`config.mk`:
```
export PLATFORM = sky130hd
export DESIGN_NAME = mem_access_sequencer
export DESIGN_NICKNAME = d
export VERILOG_FILES = /design/src/rtl/mem_seq_pkg.sv /design/src/rtl/mem_seq_legal_chk.sv /design/src/rtl/mem_access_sequencer.sv
export SDC_FILE = /design/constraint.sdc
export NUM_CORES = 1
export LEC_CHECK = 0
export CORE_MARGIN = 2
export CORE_UTILIZATION = 40
export DETAILED_ROUTE_END_ITERATION = 8
export GPL_TIMING_DRIVEN = 0
export PLACE_DENSITY = 0.8
export RECOVER_POWER = 100
export SLEW_MARGIN = 25
export SYNTH_ARGS = -nofsm -noshare
export SYNTH_HDL_FRONTEND = slang
export SYNTH_SLANG_ARGS = --single-unit
```
`constraint.sdc`:
```
create_clock -name Clk -period 2.1 [get_ports Clk]
set_input_delay 0.42 -clock Clk [delete_from_list [all_inputs] [get_ports Clk]]
set_output_delay 0.42 -clock Clk [all_outputs]
set_load 0.05 [all_outputs]
```
`src/rtl/mem_seq_pkg.sv`:
```
// ---------------------------------------------------------------------------
// mem_seq_pkg
// Shared definitions for the unified-memory access sequencer:
//   - FSM state encoding (IDLE, FETCH, DATA, DONE)
//   - memory access size codes (byte / word)
//   - the NOP instruction word returned on an aborted fetch
// ---------------------------------------------------------------------------
package mem_seq_pkg;

    typedef enum logic [1:0] {
        IDLE  = 2'd0,
        FETCH = 2'd1,
        DATA  = 2'd2,
        DONE  = 2'd3
    } state_t;

    localparam logic [1:0] SZ_BYTE = 2'b00;
    localparam logic [1:0] SZ_WORD = 2'b10;

    localparam logic [31:0] NOP_WORD = 32'h0000_0000;

endpackage

```
`src/rtl/mem_seq_legal_chk.sv`:
```
// ---------------------------------------------------------------------------
// mem_seq_legal_chk
// Combinational legality check for a data-side access. Only byte accesses
// (any alignment) and naturally aligned word accesses are legal.
//
// Ports:
//   size     in  2  requested access size (00 byte, 10 word)
//   addr_lo  in  2  low two bits of the data address
//   legal    out 1  1 = access may be issued to memory
// ---------------------------------------------------------------------------
module mem_seq_legal_chk
    import mem_seq_pkg::*;
(
    input  logic [1:0] size,
    input  logic [1:0] addr_lo,
    output logic       legal
);

    always_comb begin
        legal = 1'b0;
        if (size == SZ_BYTE) begin
            legal = 1'b1;
        end else if (size == SZ_WORD) begin
            legal = (addr_lo == 2'b00);
        end
    end

endmodule

```
`src/rtl/mem_access_sequencer.sv`:
```
// ---------------------------------------------------------------------------
// mem_access_sequencer
// Serialises instruction fetch and data load/store onto one unified,
// variable-latency memory port. Data requests win arbitration unless
// MAX_DATA_BURST data grants have already been taken while a fetch was
// waiting, in which case the fetch goes first. pc_write pulses together with
// if_done so the program counter only advances on a completed fetch.
//
// Optional feature (compile-time macro MEM_TIMEOUT_EN): when defined, an
// access that sees no mem_ready within TIMEOUT mem_en cycles is abandoned;
// a data access then completes with dm_err = 1, a fetch returns NOP_WORD.
// Without the macro the sequencer waits for mem_ready indefinitely.
//
// Ports:
//   Clk        in   1       clock, rising edge
//   Reset      in   1       asynchronous reset, active low
//   if_req     in   1       fetch request, held until if_done
//   if_addr    in   ADDR_W  fetch address
//   if_done    out  1       one-cycle fetch-complete pulse
//   if_rdata   out  DATA_W  fetched instruction, held until next if_done
//   pc_write   out  1       copy of if_done for the program counter
//   dm_req     in   1       data request, held until dm_done
//   dm_we      in   1       1 = store, 0 = load
//   dm_size    in   2       00 byte, 10 word
//   dm_addr    in   ADDR_W  data address
//   dm_wdata   in   DATA_W  store data (byte in [7:0])
//   dm_done    out  1       one-cycle data-complete pulse
//   dm_rdata   out  DATA_W  load data (bytes zero-extended)
//   dm_err     out  1       with dm_done: illegal or aborted access
//   mem_en     out  1       memory access strobe
//   mem_we     out  1       memory write enable
//   mem_size   out  2       access size (10 for fetch)
//   mem_addr   out  ADDR_W  memory address
//   mem_wdata  out  DATA_W  memory write data
//   mem_rdata  in   DATA_W  memory read data, valid with mem_ready
//   mem_ready  in   1       memory access completes this cycle
// ---------------------------------------------------------------------------
module mem_access_sequencer
    import mem_seq_pkg::*;
#(
    parameter int ADDR_W         = 32,
    parameter int DATA_W         = 32,
    parameter int MAX_DATA_BURST = 4,
    parameter int TIMEOUT        = 16
) (
    input  logic              Clk,
    input  logic              Reset,

    input  logic              if_req,
    input  logic [ADDR_W-1:0] if_addr,
    output logic              if_done,
    output logic [DATA_W-1:0] if_rdata,
    output logic              pc_write,

    input  logic              dm_req,
    input  logic              dm_we,
    input  logic [1:0]        dm_size,
    input  logic [ADDR_W-1:0] dm_addr,
    input  logic [DATA_W-1:0] dm_wdata,
    output logic              dm_done,
    output logic [DATA_W-1:0] dm_rdata,
    output logic              dm_err,

    output logic              mem_en,
    output logic              mem_we,
    output logic [1:0]        mem_size,
    output logic [ADDR_W-1:0] mem_addr,
    output logic [DATA_W-1:0] mem_wdata,
    input  logic [DATA_W-1:0] mem_rdata,
    input  logic              mem_ready
);

    // Byte-lane handling assumes a 32-bit data path.
    if (DATA_W != 32 || MAX_DATA_BURST < 1 || TIMEOUT < 1) begin : g_bad_params
        $error("mem_access_sequencer: unsupported parameter set");
    end

    localparam int              BURST_W   = $clog2(MAX_DATA_BURST + 1);
    localparam logic [BURST_W-1:0] BURST_MAX = BURST_W'(MAX_DATA_BURST);

    state_t              state;
    state_t              next_state;
    logic [BURST_W-1:0]  burst_cnt;

    // Which requester owns the access in flight, and whether it failed.
    logic                acc_data;
    logic                acc_err;

    // Request latches; the mem_* outputs are driven straight from these so
    // they cannot move while mem_en is high.
    logic [ADDR_W-1:0]   lat_addr;
    logic                lat_we;
    logic [1:0]          lat_size;
    logic [DATA_W-1:0]   lat_wdata;

    logic                dm_legal;
    logic                grant_data;
    logic                grant_fetch;
    logic                complete;

`ifdef MEM_TIMEOUT_EN
    localparam int              TMO_W    = $clog2(TIMEOUT + 1);
    localparam logic [TMO_W-1:0] TMO_LAST = TMO_W'(TIMEOUT - 1);

    logic [TMO_W-1:0]    tmo_cnt;
    logic                abort;
`endif

    mem_seq_legal_chk u_legal_chk (
        .size    (dm_size),
        .addr_lo (dm_addr[1:0]),
        .legal   (dm_legal)
    );

    // -----------------------------------------------------------------------
    // Next-state and grant decode
    // -----------------------------------------------------------------------
    always_comb begin
        next_state  = state;
        grant_data  = 1'b0;
        grant_fetch = 1'b0;
        complete    = 1'b0;
`ifdef MEM_TIMEOUT_EN
        abort       = 1'b0;
`endif
        case (state)
            IDLE: begin
                // Data has priority until it has starved a waiting fetch for
                // MAX_DATA_BURST grants in a row.
                if (dm_req && ((burst_cnt < BURST_MAX) || !if_req)) begin
                    grant_data = 1'b1;
                    // An illegal access never reaches memory.
                    next_state = dm_legal ? DATA : DONE;
                end else if (if_req) begin
                    grant_fetch = 1'b1;
                    next_state  = FETCH;
                end
            end
            FETCH, DATA: begin
                if (mem_ready) begin
                    complete   = 1'b1;
                    next_state = DONE;
                end
`ifdef MEM_TIMEOUT_EN
                else if (tmo_cnt == TMO_LAST) begin
                    abort      = 1'b1;
                    next_state = DONE;
                end
`endif
            end
            DONE: begin
                next_state = IDLE;
            end
            default: begin
                next_state = IDLE;
            end
        endcase
    end

    // -----------------------------------------------------------------------
    // Control state: FSM, burst counter, access ownership
    // -----------------------------------------------------------------------
    always_ff @(posedge Clk or negedge Reset) begin
        if (!Reset) begin
            state     <= IDLE;
            burst_cnt <= '0;
            acc_data  <= 1'b0;
            acc_err   <= 1'b0;
        end else begin
            state <= next_state;

            if (grant_data) begin
                acc_data <= 1'b1;
                acc_err  <= !dm_legal;
                if (if_req && (burst_cnt != BURST_MAX)) begin
                    burst_cnt <= burst_cnt + 1'b1;
                end
            end

            if (grant_fetch) begin
                acc_data  <= 1'b0;
                acc_err   <= 1'b0;
                burst_cnt <= '0;
            end

`ifdef MEM_TIMEOUT_EN
            if (abort) begin
                acc_err <= 1'b1;
            end
`endif
        end
    end

`ifdef MEM_TIMEOUT_EN
    // Counts mem_en cycles of the access in flight; cleared between accesses.
    always_ff @(posedge Clk or negedge Reset) begin
        if (!Reset) begin
            tmo_cnt <= '0;
        end else if (mem_en) begin
            tmo_cnt <= tmo_cnt + 1'b1;
        end else begin
            tmo_cnt <= '0;
        end
    end
`endif

    // -----------------------------------------------------------------------
    // Request latches and read-data capture
    // -----------------------------------------------------------------------
    always_ff @(posedge Clk or negedge Reset) begin
        if (!Reset) begin
            lat_addr  <= '0;
            lat_we    <= 1'b0;
            lat_size  <= 2'b00;
            lat_wdata <= '0;
            if_rdata  <= '0;
            dm_rdata  <= '0;
        end else begin
            if (grant_data) begin
                lat_addr  <= dm_addr;
                lat_we    <= dm_we;
                lat_size  <= dm_size;
                lat_wdata <= dm_wdata;
                if (!dm_legal) begin
                    dm_rdata <= '0;
                end
            end

            if (grant_fetch) begin
                lat_addr  <= if_addr;
                lat_we    <= 1'b0;
                lat_size  <= SZ_WORD;
                lat_wdata <= '0;
            end

            if (complete) begin
                if (acc_data) begin
                    // Memory places the addressed byte in the low lane.
                    if (lat_size == SZ_BYTE) begin
                        dm_rdata <= {{(DATA_W-8){1'b0}}, mem_rdata[7:0]};
                    end else begin
                        dm_rdata <= mem_rdata;
                    end
                end else begin
                    if_rdata <= mem_rdata;
                end
            end

`ifdef MEM_TIMEOUT_EN
            if (abort) begin
                if (acc_data) begin
                    dm_rdata <= '0;
                end else begin
                    if_rdata <= NOP_WORD;
                end
            end
`endif
        end
    end

    // -----------------------------------------------------------------------
    // Outputs decoded from registered state
    // -----------------------------------------------------------------------
    always_comb begin
        mem_en    = (state == FETCH) || (state == DATA);
        mem_we    = lat_we && mem_en;
        mem_size  = lat_size;
        mem_addr  = lat_addr;
        mem_wdata = lat_wdata;

        if_done   = (state == DONE) && !acc_data;
        pc_write  = if_done;
        dm_done   = (state == DONE) && acc_data;
        dm_err    = dm_done && acc_err;
    end

endmodule

```
==> results of run 1 <==
==> power groups by stage <==
stage	logic (uW)	registers [uW]	clock network [uW]
finish	10000	4590	3430
global placement	9850	4550	0
floorplan	2540	8530	0
CTS	10100	4580	3490
global route	10400	4730	3620
detailed placement	10000	4600	0
==> synthesized netlist by cell type <==
cell type | instances | area [um^2]
a21o_1 | 1 | 7.51
a221o_1 | 32 | 320
a22o_1 | 36 | 315
a2bb2oi_1 | 1 | 8.76
a32o_1 | 24 | 240
and2_1 | 35 | 219
and3_1 | 2 | 12.5
buf_1 | 1 | 3.75
buf_2 | 12 | 60.1
buf_4 | 2 | 15.0
buf_6 | 7 | 78.8
clkbuf_1 | 8 | 30.0
dfrtp_1 | 138 | 3450
ha_1 | 4 | 50.1
inv_1 | 5 | 18.8
mux2_2 | 34 | 383
mux2i_1 | 1 | 10.0
nand2_1 | 20 | 75.1
nand2_2 | 1 | 6.26
nand2b_1 | 1 | 6.26
nand3_2 | 1 | 10.0
nand3b_1 | 1 | 7.51
nor2_1 | 4 | 15.0
nor2_2 | 1 | 6.26
nor2b_1 | 2 | 12.5
nor3b_1 | 1 | 7.51
o2111a_1 | 1 | 11.3
o2111ai_2 | 1 | 15.0
o21a_1 | 1 | 7.51
o21ai_0 | 9 | 45.0
o21ai_2 | 1 | 8.76
o22ai_1 | 1 | 6.26
o41ai_1 | 1 | 8.76
or2_2 | 1 | 6.26
or3b_1 | 1 | 8.76
==> registers in the layout, indices dropped and copies added (netlist names) <==
signal     cells
acc_err        1
mem_wdata     32
mem_addr      32
mem_size       2
dm_rdata      32
acc_data       1
burst_cnt      3
if_rdata      32
state          2
lat_we         1
==> repair_timing <==
action                                  4_1_cts  5_1_grt
endpoints found under the hold margin        65        0
gates cloned                                  0        0
pin swaps                                     0        0
gates resized for setup                      23        7
endpoints found under the setup margin        6       25
hold buffers                                  1        0
==> final timing paths <==
path	slack, ns	end	depth (start not counted)
max in group asynchronous	0.56	mem_addr[12]$_DFFE_PN0P_	3
setup reg to reg	0.17	dm_rdata[23]$_DFF_PN0_	6
setup / recovery	0.05	mem_wdata[22]	1
hold / removal	0.47	acc_err$_DFFE_PN0P_	2
hold reg to reg	0.47	acc_err$_DFFE_PN0P_	2
min in group asynchronous	0.70	dm_rdata[25]$_DFF_PN0_	2
==> final cells by class <==
class	count	area, um^2
clock buffers	21	470
repair buffers	273	2720
inverters	5	18.8
multi-input cells	219	1830
fillers	968	4240
flip-flops and latches	138	3450
clock inverters	11	214
well taps	176	220
plain buffers	30	183
==> stage by stage <==
step | total power, uW | std cells | instance area, um^2 | setup TNS [ns]
6_report | 18000 | 873 | 9110 | 0
3_5_place_dp | 14600 | 840 | 8460 | -2.49
3_3_place_gp | 14400 | 839 | 8420 | -633.92
5_1_grt | 18800 | 873 | 9110 | 0
4_1_cts | 18100 | 873 | 9140 | 0
2_1_floorplan | 11100 | 392 | 5490 | 0
==> cell families (layout without fill, tap and decap cells) <==
logic type      count (synthesis)  in the layout
fa+ha+maj                       4              4
compound gates                109            109
flops                         138            138
simple gates                   71             71
mux                            35             35
buf+inv                        35            340
==> placed cells by master (no fill, tap or decap), types with 5 or more instances in the layout <==
| cell | instances |
|---|---|
| clkbuf_16 | 17 |
| a32o_1 | 24 |
| buf_2 | 6 |
| dlygate4sd3_1 | 5 |
| inv_1 | 5 |
| nand2_1 | 21 |
| clkbuf_1 | 10 |
| o21ai_0 | 9 |
| a221o_1 | 32 |
| clkdlybuf4s50_1 | 260 |
| nor2_1 | 5 |
| and2_1 | 35 |
| mux2_2 | 34 |
| a22o_1 | 36 |
| bufinv_16 | 6 |
| dfrtp_1 | 138 |
| buf_6 | 6 |
| clkbuf_2 | 10 |
==> layer usage <==
layer	track usage, %	part of all wire (%)	vias up
li1	-	-	2065
met1	28.0	40	2332
met2	39.7	52	195
met3	5.92	6.1	24
met4	8.84	2.0	0
met5	0	0	-
==> worst reg2reg max path: cells and delay by family (launching register included) <==
kind	cells	cell delay, ns
compound gates	1	0.18
buf+inv	2	0.43
fa+ha+maj	1	0.32
simple gates	2	0.56
flops	1	0.37
==> results.py, run 1 <==
metrics = {
    "worst_setup_path": {
        "crit_required_ns": 1.68,
        "crit_fanout": 2,
        "cp-start-kind": "flip-flop",
        "cp-startpoint": "mem_wdata[22]$_DFFE_PN0P_",
        "critical_path.cell_chain": "dlygate4sd3_1",
        "rr_startpoint": "state[1]$_DFFE_PN0P_",
        "cp_slowest_cell": "dlygate4sd3_1",
        "worstSetupEndpointType": "output port",
        "worst_ep_arrival_time_ns": 1.63,
        "critical_path_class": "flip-flop to output port",
        "cp_top_family": "buffers and inverters",
        "crit_buf_inv": 1,
        "critPathMaxStageDelay_ns": 0.87,
    },
    "synth": {
        "syn_inst": 392,
        "synth_compound_area_share_pct": 18.1,
        "synth_nets": 532,
        "synthAdderAreaFrac_pct": 0.912,
        "yosys_warnings": 0,
        "yosysSeqAreaShare_pct": 62.9,
        "netlist_area_um2": 5490,
        "synth.avg_cell_area_um2": 14.0,
        "synthDistinctLibCells": 35,
        "yosys.area_share.simple_pct": 7.16,
        "yosys_register_bits": 138,
        "muxShareOfSynthArea_pct": 7.16,
        "synth_top_family_by_area": "compound AO/OA/AOI/OAI gates",
        "synth-xor-area-share_pct": 0,
    },
    "power": {
        "clkPwrFrac_pct": 19.1,
        "p_leak_uw": 0.00396,
        "switching_share_pct": 45.0,
        "power.switching_uw": 8110,
        "ir_drop_uv": 1280,
        "comb_power_share_pct": 55.5,
        "power_density_nw_per_um2": 1980,
        "p_int_uw": 9910,
        "seqPwrFrac_pct": 25.5,
    },
    "sta": {
        "worst_pin_slew_ns": 0.920,
        "timing.fmax_ghz": 0.488,
        "rsz0062_at_grt": "false",
        "fin_worst_skew_ns": 0.00666,
        "holdWs_ns": 0.474,
        "hold_violations": 0,
        "report.final.slew_viol_count": 0,
        "min_period_over_period_pct": 97.6,
        "setup_violations": 0,
        "slew_headroom_pct": 38.7,
        "setup_ws_ns": 0.0506,
        "fin_crit_ns": 2.05,
    },
    "clocking": {
        "cts_made_buffers": 17,
        "cts_setup_buffers": 0,
        "clk_latency_ns": 0.42,
        "cts_tree": "yes",
        "clkTransAtPathRegs_ns": 0.06,
        "cts_root_buffer": "clkbuf_16",
        "clockBufferDepth": 2,
        "clock-sinks": 138,
        "cts_max_level": 4,
    },
    "place": {
        "place_ws_ns": -0.180,
        "hpwl_mm": 12.6,
        "gp_congestion": 0.795,
        "portBuffers": 271,
    },
    "drt": {
        "wl_mm": 16.9,
        "first_pass_iters": 4,
        "drc": 0,
        "viasPerCell": 5.29,
        "via_count": 4616,
        "wl_per_cell_um": 19.4,
        "drt_iter0_markers": 264,
        "detail-route-antenna-nets": 0,
    },
    "min_path": {
        "hold_class": "flip-flop to flip-flop",
        "worstHoldStart": "acc_err$_DFFE_PN0P_",
    },
    "floorplan": {
        "start_util_pct": 41.1,
        "design.die.area_um2": 14700,
        "core_area_um2": 13300,
        "pin_count": 272,
        "die_h_um": 121,
        "chipWidth_um": 121,
        "row_count": 42,
    },
    "layout": {
        "drive_gt1_share_pct": 13.9,
        "areaGrowthSynthToFinish_pct": 66.0,
        "diodes": 0,
        "nNetsFinal": 824,
        "final_util_pct": 68.3,
    },
    "global_route": {
        "first_global_vias": 4914,
        "grt_usage_pct": 23.2,
        "gr-total-overflow": 0,
        "grt_pass1_wl_mm": 26.2,
        "grt_max_degree": 74,
        "antenna_found_initial": 0,
    },
    "job": {
        "cap_violations": 0,
    },
    "run_status": {
        "status": "finished clean",
    },
}
(Power assumes the default switching activity.)
==> run 2, diff against run 1 <==
--- a/config.mk
+++ b/config.mk
@@ -5,13 +5,15 @@
 export SDC_FILE = /design/constraint.sdc
 export NUM_CORES = 1
 export LEC_CHECK = 0
+export ABC_CLOCK_PERIOD_IN_PS = 1950
 export CORE_MARGIN = 2
-export CORE_UTILIZATION = 40
+export CORE_UTILIZATION = 42
 export DETAILED_ROUTE_END_ITERATION = 8
 export GPL_TIMING_DRIVEN = 0
-export PLACE_DENSITY = 0.8
+export PLACE_DENSITY = 0.81
 export RECOVER_POWER = 100
 export SLEW_MARGIN = 25
 export SYNTH_ARGS = -nofsm -noshare
 export SYNTH_HDL_FRONTEND = slang
+export SYNTH_HIERARCHICAL = 1
 export SYNTH_SLANG_ARGS = --single-unit
==> constraint.sdc (replaced) <==
create_clock -name Clk -period 1.95 [get_ports Clk]
set_input_delay 0.39 -clock Clk [delete_from_list [all_inputs] [get_ports Clk]]
set_output_delay 0.39 -clock Clk [all_outputs]
set_load 0.05 [all_outputs]
==> run 2 against run 1 <==
  * Synthesized cell count rose by 36%
  * Power rose by 2.5%
  * Worst hold slack improved by 0.025 ns
  * Sequential power rose by 7.8%
  * Highest routed layer unchanged
  * Final cell count rose by 17%
  * Via count rose by 14%
  * Clock skew rose by 0.0023 ns
==> results.py, run 2 <==
metrics = {
    "synth": {
        "synth.most_common_cell": "dfrtp_1",
        "synth.avg_cell_area_um2": 11.1,
        "synth_edf_count": 0,
        "yosys.area.top_type": "dfrtp_1",
        "yosysSeqAreaShare_pct": 58.3,
        "synthTopCellsByArea": "dfrtp_1, mux2_2, mux2i_1",
        "synthDistinctLibCells": 30,
        "synth_nets": 675,
        "synth_ff_type": "dfrtp_1",
        "netlist_area_um2": 5930,
        "synthArstFlopShare_pct": 100,
        "synth_common_cells": "dfrtp_1, nand2_1, inv_1, o21ai_0, mux2i_1",
        "yosys_register_bits": 138,
        "syn_inst": 535,
        "synth_top_area_share_pct": 58.3,
        "yosys_warnings": 6,
    },
    "job": {
        "cap_violations": 0,
    },
    "layout": {
        "nNetsFinal": 967,
        "areaGrowthSynthToFinish_pct": 57.0,
        "fin_area_um2": 9310,
        "layout_commonest_cell": "dfrtp_1",
        "final_cell_mix": "dfrtp_1, clkdlybuf4s50_1, dlygate4sd2_1",
        "drive_gt1_share_pct": 12.4,
        "fill_cells": 1073,
        "diodes": 0,
        "final_util_pct": 67.3,
    },
    "worst_setup_path": {
        "worstSetupEndpointType": "output port",
        "critPathMaxStageDelay_ns": 0.37,
        "worstRegToRegCells": 7,
        "worst_ep_arrival_time_ns": 1.50,
        "critical_path_class": "flip-flop to output port",
        "crit_buf_inv": 2,
        "crit_fanout": 7,
        "rrSetupSlack_ns": 0.11,
        "cp_top_family": "flip-flops",
        "r2r_end": "dm_rdata[16]$_DFF_PN0_",
        "cp-startpoint": "state[0]$_DFFE_PN0P_",
        "crit_required_ns": 1.56,
        "critical_path.cell_chain": "inv_1, ha_4, and2_1, buf_4",
        "cp-start-kind": "flip-flop",
        "cp_slowest_cell": "dfrtp_1",
        "rr_startpoint": "state[1]$_DFFE_PN0P_",
    },
    "place": {
        "portBuffers": 271,
        "place_ws_ns": -0.245,
        "dpl_cell_area_um2": 8900,
        "gp_congestion": 0.823,
        "hpwl_mm": 13.1,
    },
    "clocking": {
        "cts_setup_buffers": 0,
        "clock-sinks": 138,
        "cts_made_buffers": 17,
        "cts_tree": "yes",
        "cts_root_buffer": "clkbuf_16",
        "clockBufferDepth": 2,
        "cts_max_level": 4,
        "clkTransAtPathRegs_ns": 0.05,
        "clk_latency_ns": 0.41,
    },
    "drt": {
        "drt_iter0_markers": 205,
        "wl_mm": 17.5,
        "via_count": 5274,
        "wl_per_cell_um": 17.1,
        "detail-route-antenna-nets": 0,
        "first_pass_iters": 5,
        "drc": 0,
        "viasPerCell": 5.17,
    },
    "sta": {
        "setup_violations": 0,
        "rsz0062_at_grt": "true",
        "holdWs_ns": 0.499,
        "report.final.slew_viol_count": 0,
        "setup_ws_ns": 0.0637,
        "hold_violations": 0,
        "min_period_over_period_pct": 96.7,
        "timing.fmax_ghz": 0.530,
        "worst_pin_slew_ns": 1.11,
        "fin_crit_ns": 1.89,
        "fin_worst_skew_ns": 0.00896,
        "slew_headroom_pct": 26.2,
    },
    "global_route": {
        "grt_usage_pct": 23.6,
        "first_global_vias": 5418,
        "grt_pass1_wl_mm": 27.4,
        "antenna_found_initial": 0,
        "gr-total-overflow": 0,
        "grt_max_degree": 82,
    },
    "floorplan": {
        "row_count": 43,
        "design.die.area_um2": 15100,
        "start_util_pct": 42.9,
        "chipWidth_um": 123,
        "die_h_um": 123,
        "core_area_um2": 13800,
        "pin_count": 272,
    },
    "min_path": {
        "min_path_cells": 1,
        "worstHoldStart": "if_rdata[9]$_DFFE_PN0P_",
        "whs_endpoint": "if_rdata[9]$_DFFE_PN0P_",
        "hold_class": "flip-flop to flip-flop",
    },
    "power": {
        "ir_drop_uv": 900,
        "p_leak_uw": 0.00459,
        "power_density_nw_per_um2": 1980,
    },
    "run_status": {
        "status": "finished clean",
    },
}
## run 2: cell count changes after synthesis, moves of 10 or more
cell     before  now
a22o_1       36   26
a31oi_1       0   32
a32o_1       24    0
a221o_1      32    0
inv_1         5   42
nand2_1      20   54
o21ai_0       9   42
and2_1       35    4
mux2i_1       1   36
nand3_1       0   33
nor2_1        4   35
## run 2: worst reg2reg max path, stage by stage, from the launching register on
cell and delay, ns:
dfrtp_1 0.38, inv_1 0.11, ha_4 0.24, and3_1 0.15
clkbuf_2 0.20, a31oi_4 0.30, buf_4 0.24, a22o_1 0.17
## run 2: kinds of logic (layout without fill, tap and decap cells)
logic type	Yosys count	count (layout)	synth area share (%)
muxes	69	69	12.3
buffers and inverters	81	386	6.48
AOI/OAI and AO/OA	107	107	11.9
and+or+nand+nor	136	136	10.1
adders and majority gates	4	4	0.844
DFF	138	138	58.3
## run 2: per-stage QoR
stage | power, uW | instances | TNS, ns
after floorplan | 12300 | 535 | 0
after global placement | 16000 | 986 | -675.86
after detailed placement | 16200 | 987 | -6.83
after CTS | 18700 | 1020 | 0
after global routing | 19400 | 1020 | -0.00204
final | 18500 | 1020 | 0
## run 2: timing repair
action | CTS | global route
endpoints found under the hold margin | 80 | 0
gates resized for setup | 162 | 6
hold buffers | 1 | 0
endpoints found under the setup margin | 155 | 3
## run 2: worst max path at each step
stage | to | slack [ns] | depth (start not counted)
CTS | if_rdata[20] | 0.0001 | 1
global route | mem_we | -0.001 | 4
finish | mem_we | 0.06 | 4
floorplan | dm_rdata[11]$_DFF_PN0_ | 0.01 | 7
global placement | mem_wdata[10]$_DFFE_PN0P_ | -4.89 | 1
detailed placement | mem_we | -0.25 | 4
## run 2: area by class of cell
| type | count | area [um^2] | area share (%) |
|---|---|---|---|
| buffer | 39 | 203 | 2.18 |
| clock buffer | 18 | 439 | 4.72 |
| clock inverter | 14 | 170 | 1.83 |
| inverter | 42 | 158 | 1.69 |
| multi-input combinational | 316 | 2110 | 22.7 |
| sequential | 138 | 3450 | 37.1 |
| tap | 180 | 225 | 2.42 |
| timing repair buffer | 273 | 2550 | 27.4 |
## run 2: power breakdown
part	internal (uW)	leakage [uW]	switching [uW]
Clock	2050	0.000289	1220
Sequential	4240	0.00168	713
Combinational	3010	0.00261	7230
Total	9300	0.00459	9170
## run 2: layer usage
layer  global-route usage [%]  share of wire (%)  up-vias
met2                     40.3                 50      235
met5                        0                  0        -
li1                         -                  -     2426
met3                     7.34                8.9       30
met4                     8.84                2.2        0
met1                     27.8                 39     2583
